**src/rtl/graphics_pkg.sv**
```systemverilog
// Shared graphics definitions: depth limit, RGB565 pixel, writer FSM states,
// and the framebuffer address-width helper.
package graphics_pkg;

  // Wide enough to be cast down to any supported depth width.
  localparam logic [63:0] Z_MAX = '1;

  typedef struct packed {
    logic [4:0] r;
    logic [5:0] g;
    logic [4:0] b;
  } rgb565_t;

  typedef enum logic [2:0] {
    ST_IDLE,
    ST_PENDING,
    ST_ZREAD,
    ST_ZWAIT,
    ST_TEST,
    ST_WRITE,
    ST_CLEAR
  } fb_state_e;

  function automatic int fb_addr_width(input int h_res, input int v_res);
    return (h_res * v_res > 1) ? $clog2(h_res * v_res) : 1;
  endfunction

endpackage

```
**src/rtl/fb_clear_sweep.sv**
```systemverilog
// Clear sweep: walks every framebuffer address once, one per cycle, and
// pulses done in the cycle after the last address. Reset aborts a sweep.
module fb_clear_sweep #(
  parameter int NUM_PIXELS = 57600,
  parameter int ADDR_W     = 16
) (
  input  logic              clk_in,
  input  logic              rst_in,
  input  logic              start_in,
  output logic              busy_out,
  output logic              last_out,
  output logic              done_out,
  output logic [ADDR_W-1:0] addr_out
);

  localparam logic [ADDR_W-1:0] LAST_ADDR = ADDR_W'(NUM_PIXELS - 1);

  logic              active_q;
  logic              done_q;
  logic [ADDR_W-1:0] addr_q;

  assign last_out = active_q && (addr_q == LAST_ADDR);
  assign busy_out = active_q;
  assign done_out = done_q;
  assign addr_out = addr_q;

  // NOTE: sequential state uses non-blocking assignments so every register
  // samples pre-edge values, independent of statement order.
  always_ff @(posedge clk_in) begin
    if (rst_in) begin
      active_q <= 1'b0;
      done_q   <= 1'b0;
      addr_q   <= '0;
    end else begin
      done_q <= last_out;
      if (active_q) begin
        if (last_out) begin
          active_q <= 1'b0;
          addr_q   <= '0;
        end else begin
          addr_q <= addr_q + ADDR_W'(1);
        end
      end else if (start_in) begin
        active_q <= 1'b1;
        addr_q   <= '0;
      end
    end
  end

endmodule

```
**src/rtl/depth_fb_writer.sv**
```systemverilog
// Post-shader pixel stage: holds the rasterized pixel while the shader runs,
// z-tests it against the z-buffer, writes colour and depth, and runs the clear sweep.
module depth_fb_writer
  import graphics_pkg::*;
#(
  parameter int                     H_RES       = 320,
  parameter int                     V_RES       = 180,
  parameter int                     Z_WIDTH     = 16,
  parameter int                     COLOR_WIDTH = 16,
  parameter logic [COLOR_WIDTH-1:0] CLEAR_COLOR = '0,
  localparam int                    HW          = $clog2(H_RES),
  localparam int                    VW          = $clog2(V_RES),
  localparam int                    ADDR_W      = fb_addr_width(H_RES, V_RES)
) (
  input  logic                   clk_in,
  input  logic                   rst_in,
  input  logic                   pix_valid_in,
  output logic                   pix_ready_out,
  input  logic [HW-1:0]          hcount_in,
  input  logic [VW-1:0]          vcount_in,
  input  logic [Z_WIDTH-1:0]     depth_in,
  input  logic [COLOR_WIDTH-1:0] color_in,
  input  logic                   color_valid_in,
  input  logic                   short_circuit_in,
  output logic                   shader_ready_out,
  input  logic                   clear_start_in,
  output logic                   clear_busy_out,
  output logic                   clear_done_out,
  output logic [ADDR_W-1:0]      z_raddr_out,
  input  logic [Z_WIDTH-1:0]     z_rdata_in,
  output logic                   z_we_out,
  output logic [ADDR_W-1:0]      z_waddr_out,
  output logic [Z_WIDTH-1:0]     z_wdata_out,
  output logic                   fb_we_out,
  output logic [ADDR_W-1:0]      fb_addr_out,
  output logic [COLOR_WIDTH-1:0] fb_wdata_out
);

  fb_state_e              state_q, state_d;
  logic [ADDR_W-1:0]      addr_q;
  logic [Z_WIDTH-1:0]     depth_q;
  logic [COLOR_WIDTH-1:0] color_q;
  logic                   in_range_q;
  logic                   we_q;

  logic                   sweep_busy, sweep_last, sweep_done;
  logic [ADDR_W-1:0]      sweep_addr;

  logic                   clear_go, accept, color_take;
  logic [ADDR_W-1:0]      pix_addr;
  logic                   pix_in_range;

  assign clear_go   = (state_q == ST_IDLE) && clear_start_in;
  assign accept     = (state_q == ST_IDLE) && !clear_start_in && pix_valid_in;
  assign color_take = (state_q == ST_PENDING) && color_valid_in && !short_circuit_in;

  assign pix_addr     = ADDR_W'(vcount_in) * ADDR_W'(H_RES) + ADDR_W'(hcount_in);
  assign pix_in_range = (int'(hcount_in) < H_RES) && (int'(vcount_in) < V_RES);

  // NOTE: every signal driven here gets a default first, so no path leaves
  // it unassigned and no latch is inferred.
  always_comb begin
    state_d = state_q;
    case (state_q)
      ST_IDLE: begin
        if (clear_start_in)    state_d = ST_CLEAR;
        else if (pix_valid_in) state_d = ST_PENDING;
      end
      ST_PENDING: begin
        if (short_circuit_in)    state_d = ST_IDLE;
        else if (color_valid_in) state_d = ST_ZREAD;
      end
      ST_ZREAD: state_d = ST_ZWAIT;
      ST_ZWAIT: state_d = ST_TEST;
      ST_TEST:  state_d = ST_WRITE;
      ST_WRITE: state_d = ST_IDLE;
      ST_CLEAR: if (sweep_last) state_d = ST_IDLE;
      default:  state_d = ST_IDLE;
    endcase
  end

  always_ff @(posedge clk_in) begin
    if (rst_in) begin
      state_q    <= ST_IDLE;
      addr_q     <= '0;
      depth_q    <= '0;
      color_q    <= '0;
      in_range_q <= 1'b0;
      we_q       <= 1'b0;
    end else begin
      state_q <= state_d;
      if (accept) begin
        addr_q     <= pix_addr;
        depth_q    <= depth_in;
        in_range_q <= pix_in_range;
      end
      if (color_take) color_q <= color_in;
      // z_rdata_in is valid in TEST; ties fail so the first-drawn pixel keeps the spot.
      we_q <= (state_q == ST_TEST) && in_range_q && (depth_q < z_rdata_in);
    end
  end

  fb_clear_sweep #(
    .NUM_PIXELS (H_RES * V_RES),
    .ADDR_W     (ADDR_W)
  ) u_sweep (
    .clk_in   (clk_in),
    .rst_in   (rst_in),
    .start_in (clear_go),
    .busy_out (sweep_busy),
    .last_out (sweep_last),
    .done_out (sweep_done),
    .addr_out (sweep_addr)
  );

  assign pix_ready_out    = (state_q == ST_IDLE);
  assign shader_ready_out = (state_q == ST_PENDING);
  assign clear_busy_out   = sweep_busy;
  assign clear_done_out   = sweep_done;

  assign z_raddr_out  = addr_q;
  assign z_we_out     = we_q | sweep_busy;
  assign fb_we_out    = we_q | sweep_busy;
  assign z_waddr_out  = sweep_busy ? sweep_addr : addr_q;
  assign fb_addr_out  = sweep_busy ? sweep_addr : addr_q;
  assign z_wdata_out  = sweep_busy ? Z_WIDTH'(Z_MAX) : depth_q;
  assign fb_wdata_out = sweep_busy ? CLEAR_COLOR : color_q;

endmodule
```
**config.mk**
```make
export PLATFORM = sky130hd
export DESIGN_NAME = depth_fb_writer
export DESIGN_NICKNAME = d
export VERILOG_FILES = /design/src/rtl/graphics_pkg.sv /design/src/rtl/fb_clear_sweep.sv /design/src/rtl/depth_fb_writer.sv
export SDC_FILE = /design/constraint.sdc
export NUM_CORES = 1
export LEC_CHECK = 0
export CAP_MARGIN = 25
export CORE_MARGIN = 2
export CORE_UTILIZATION = 49
export DETAILED_ROUTE_END_ITERATION = 10
export GPL_TIMING_DRIVEN = 0
export HOLD_SLACK_MARGIN = 0.08
export PLACE_DENSITY_LB_ADDON = 0.15
export REMOVE_ABC_BUFFERS = 1
export SYNTH_ARGS = -nofsm -noshare
export SYNTH_HDL_FRONTEND = slang
export SYNTH_HIERARCHICAL = 1
export SYNTH_SLANG_ARGS = --single-unit
```
**constraint.sdc**
```tcl
create_clock -name clk_in -period 5.7 [get_ports clk_in]
set_input_delay 1.425 -clock clk_in [delete_from_list [all_inputs] [get_ports clk_in]]
set_output_delay 1.425 -clock clk_in [all_outputs]
set_load 0.01 [all_outputs]
```
Yosys cells after proc, flatten, opt, wreduce, memory -nomap -nowiden
Index checks and enable logic that the tools add are counted.
{"block": "totals", "ff_bits": 71, "output_inout_bits": 86, "input_bits": 71, "word_cells": 54}
{"block": "classes", "multipliers": 1, "n_lt_le_gt_ge": 3, "eq_ne": 9, "addsub": 2, "mux": 15, "n_bitwise": 1, "reduce_logical": 14}
{"operator": "16-bit 2-to-1 mux", "count": 6}
{"operator": "3-bit case mux with 6 select lines", "count": 1}
{"operator": "16-bit by 1-bit adder with 16-bit output (second input constant)", "count": 1}
{"operator": "16-bit by 9-bit adder with 16-bit output", "count": 1}
{"operator": "16-bit equality test (second input constant)", "count": 1}
{"operator": "16-bit less-than comparator", "count": 1}
{"operator": "3-bit 2-to-1 mux", "count": 5}
{"operator": "8-bit by 3-bit multiplier with 10-bit output (second input constant)", "count": 1}
{"operator": "1-bit logical AND", "count": 9}
{"operator": "9-bit less-than comparator (second input constant)", "count": 1}
{"operator": "8-bit less-than comparator (second input constant)", "count": 1}
{"operator": "3-bit by 2-bit equality test with 1-bit output (second input constant)", "count": 2}
{"operator": "3-bit equality test (second input constant)", "count": 2}
{"operator": "3-bit by 1-bit equality test with 1-bit output (second input constant)", "count": 1}
{"operator": "3-bit zero test", "count": 1}
{"operator": "1-bit 2-to-1 mux", "count": 3}
{"operator": "3-bit by 2-bit inequality test with 1-bit output (second input constant)", "count": 1}
{"operator": "3-bit inequality test (second input constant)", "count": 1}
{"operator": "3-bit AND reduction", "count": 1}
{"operator": "1-bit zero test", "count": 2}
{"operator": "2-bit inequality test (second input constant)", "count": 1}
{"operator": "2-bit nonzero test", "count": 1}
{"operator": "1-bit bitwise OR", "count": 1}

Logic depth before layout (Yosys ltp)
{"block": "depth", "word_depth": 4, "depth_mapped": 9, "depth_no_buf": 9}

Cells and area by module
Netlist, hierarchy kept.
{"mod": "depth_fb_writer", "area_each_um2": 3447.1, "n_inst": 1, "cells_each": 407}
{"mod": "fb_clear_sweep", "area_each_um2": 955.9, "n_inst": 1, "cells_each": 114}

Worst setup path after synthesis
Ideal clock, no wire load.
{"block": "synth_path", "kind": "input to register", "from": "in vcount_in[1]", "to": "reg addr_q[15], in the netlist z_raddr_out[15]", "required_ns": 5.621, "setup_slack_ns": 2.149, "setup_time_ns": 0.079, "cell_stages": 9, "arrival_ns": 3.472, "n_path_buf": 0, "cell_sequence": "ha_1 ha_1 fa_1 o211a_1 o21ai_1 nor4b_4 nand3_1 xnor2_1 a211oi_2"}
{"block": "synth_between", "elab_chain_cells": 2}
{"element": "from (decl)", "line": "depth_fb_writer.sv:20", "text": "input logic [VW-1:0] vcount_in,"}
{"element": "8-bit by 3-bit multiplier with 10-bit output", "line": "depth_fb_writer.sv:57", "text": "assign pix_addr = ADDR_W'(vcount_in) * ADDR_W'(H_RES) + ADDR_W'(hcount_in);"}
{"element": "16-bit by 9-bit adder with 16-bit output", "line": "depth_fb_writer.sv:57"}
{"element": "to (signal assigned)", "line": "depth_fb_writer.sv:93", "text": "addr_q <= pix_addr;"}
{"element": "to (decl)", "line": "depth_fb_writer.sv:40", "text": "logic [ADDR_W-1:0] addr_q;"}
Every way passes these cells.
A chain may end at the register's enable or synchronous reset.

Worst setup path in the final report
Same ends and word-level chain as after synthesis.

==> results.md <==
* Num rows at 34
* Synth Flop Type: dfxtp_1
* GRT Residual Overflow at 0
* Pin count of the biggest net entering global routing at 43
* Vias post-DR at 4,131
* Startpoint types: primary input
* Top cell type's share of synthesized area at 0.3228
* Reg-to-reg startpoint: u_sweep/addr_out[0]
* Max_cap viols at 0
* Leakage Power at 2.511 nW
* Root Driver: clkbuf_8
* Total GRT Usage at 0.2295
* H-tree Lvls at 3
* Final ANT Viol Nets at 0
* Layout fillers at 665
* Xor/xnor cell area share of the yosys netlist at 0.02160
* CP Cell Sequence: clkdlybuf4s50_1 -> ha_1 -> ha_1 -> fa_1 -> o211a_1 -> o21ai_1 -> nor4b_4 -> nand3_1 -> xnor2_1 -> a211oi_2
* Most used cell, CP: ha_1
* Routed WL at 11.38 mm
* PortBufs at 156
* # diodes at 0
* Clock skew at 0.01013 ns
* Reg2Reg Setup Slack at 3.23 ns
* HP Start: z_raddr_out[9]
* Worst reg2reg endpoint: state_q[1]
* Post-CTS sizing at 0
* Final hold vios at 0
* Hold path cells at 2
* Synth Cell Area at 4403 um2
* # clock sinks at 71
* Worst slew pin tran at 0.9752 ns
* TritonCTS clock tree: yes
* Synth-to-Final Area Change at 38.76%
* Worst Hold Path EP: z_raddr_out[9]
* Post-synthesis mux area share at 0.07729
* Hold_buf cts at 0
* Seq/Total Area, Yosys at 0.3228
* Worst VDD drop at 0.1365 mV
* Post-synthesis compound-gate area fraction at 0.1648
* Most frequent cells in the layout: clkdlybuf4s50_1, dfxtp_1, nand2_1, a21oi_1, nor2_1
* Yosys warnings at 6
* Crit-path leading delay family: adder cells
* Worst Reg-to-Reg Cells at 7
* Main area contributors after synthesis: dfxtp_1, ha_1, nand2_1, a21oi_1, mux2_2
* Max-Slew Margin vs Limit at 0.3483
* Die ar. at 9759 um2
* Crit path arrival time at 4.05 ns
* Main combinational cell family by area after synthesis: simple AND/OR/NAND/NOR gates
* Critical Path Max Stage Delay at 0.55 ns
* Pwr Density at 246.8 nW/um2
* Syn_area_per_cell at 8.451 um2
* EDFF count, synth at 0
* GPL Wtd Cong at 0.8528
* DR iter-0 viols at 106
* RSZ-0062 raised after global routing: no
* Leading area contributor after synthesis: dfxtp_1
* WP depth at 10
* Post-Synthesis Cells at 521
* Setup Crit Path Kind: primary input to flop
* Share of layout cells above drive strength 1 at 0.1104
* Avg WL per Cell at 14.98 um
* Outcome: completed
* Initial antenna violation count at 0
* Die H at 98.79 um
* Core Area at 8721 um2
* Adder-Cell Fraction of Synth Area at 0.09719
* FF+latch count, synth at 71
* Hold Crit Class: flop to flop
* Most common cell after layout, fill and taps aside: clkdlybuf4s50_1
* Router iterations before antenna repair at 4
* Vias in the first global route at 3,997
* Number of library cell types mapped by synthesis at 64
* First-pass GRT wire length at 18.49 mm
* DP Wirelength at 8.375 mm
* Horiz. Die Dim at 98.79 um
* Simple-gate share of the synthesized area at 0.2353
* Bufs on Longest Clock Path at 2
* Nets@finish at 751
* CP Data Required Time at 5.89 ns
* Final min period at 3.865 ns
* Worst skew pair latency at 0.34 ns
* FFs w/ async S/R, synth at 0
* Critical-path maximum fanout at 3
* Crit. End Element: flop
* FMAX at 0.2588 GHz
* Total negative slack at 0 ns
* Ports at 157
* CTS Buf Count at 9
* Placed Cells at 744
* Starting Density at 0.5049
* Worst path slowest cell: fa_1
* Endpoints failing setup at 0
* Final std cells w/o fill at 760
* Post-CTS Setup Bufs at 0
* WP buf/inv at 1
* Drt drc at 0
* Period utilization at 0.6780
* Fin. max-slew vios at 0
* Via density at 5.436
* CTS clk-pin slew, worst paths at 0.07 ns
==> state kept, by name, summed over array words and instances (netlist names) <==
| signal | count |
|---|---|
| in_range_q | 1 |
| state_q | 3 |
| we_q | 1 |
| z_raddr_out | 16 |
| u_sweep/busy_out | 1 |
| u_sweep/addr_out | 16 |
| u_sweep/done_out | 1 |
| color_q | 16 |
| depth_q | 16 |
==> metrics by stage <==
stage | setup WS, ns | util | power (mW) | instance area, um2 | hold slack, ns
2_1_floorplan | 2.131 | - | 0.8266 | 4140 | 0.4262
3_3_place_gp | 1.156 | 0.6693 | 1.057 | 5837 | 0.4538
3_5_place_dp | 1.476 | 0.6753 | 1.073 | 5889 | 0.4619
4_1_cts | 1.835 | 0.7006 | 1.522 | 6110 | 0.4725
5_1_grt | 1.728 | 0.7006 | 1.587 | 6110 | 0.5026
6_report | 1.835 | 0.7006 | 1.508 | 6110 | 0.4681
==> logic make-up (layout without fill, tap and decap cells) <==
logic type      count (synthesis)  in the layout
flops                          71             71
fa+ha+maj                      33             33
mux                            32             32
xor+xnor                       10             10
simple gates                  198            198
buf+inv                        69            200
compound gates                108            108
==> power by group <==
part,leakage (nW),internal [mW],total (mW),switching [mW]
sequential,0.576,0.525,0.565,0.0399
clock,0.104,0.250,0.447,0.197
combinational,1.83,0.271,0.496,0.225
==> metal layers <==
layer / part of all wire / global-route usage / vias to the layer above / wire length [um]
li1: - / - / 2048 / -
met1: 0.43 / 0.2824 / 1919 / 4854
met2: 0.49 / 0.3976 / 147 / 5634
met3: 0.062 / 0.04610 / 17 / 707
met4: 0.016 / 0.08219 / 0 / 187
met5: 0 / 0 / - / 0
==> Yosys cell counts (7+ instances only) <==
cell type and instances:
a21o_1 9, o21ai_0 15, nor2_1 41, nor4_1 7, clkbuf_1 15, nor3_1 8, mux2i_1 16, inv_1 24
nand2_1 62, mux2_2 16, dfxtp_1 71, a21oi_1 44, ha_1 31, nor2b_1 22, or2_2 19, buf_4 21
nand4_1 7
==> worst min-delay path, delay by kind of cell, from the launching register on <==
| kind | cells | cell delay (ns) |
|---|---|---|
| flip-flops | 1 | 0.32 |
| AO/OA/AOI/OAI | 1 | 0.05 |
| AND/OR/NAND/NOR | 1 | 0.05 |
==> worst max path at each step <==
stage | startpoint | endpoint | slack [ns]
2_1_floorplan | vcount_in[1] | z_raddr_out[15] | 2.13
3_3_place_gp | rst_in | u_sweep/addr_out[14] | 1.16
3_5_place_dp | vcount_in[1] | z_raddr_out[15] | 1.48
4_1_cts | vcount_in[1] | z_raddr_out[15] | 1.84
5_1_grt | vcount_in[1] | z_raddr_out[15] | 1.73
6_report | vcount_in[1] | z_raddr_out[15] | 1.84
==> cell type report <==
cell class                      count  area, um2  share of cell area
Clock inverter                      6      92.59             0.01515
Timing Repair Buffer              159       1612              0.2638
Inverter                           25      93.84             0.01536
Multi-Input combinational cell    381       2626              0.4299
Sequential cell                    71       1423              0.2328
Tap cell                          108      135.1             0.02212
Clock buffer                       10      127.6             0.02089
No activity file was read; power rests on OpenSTA's default activity.
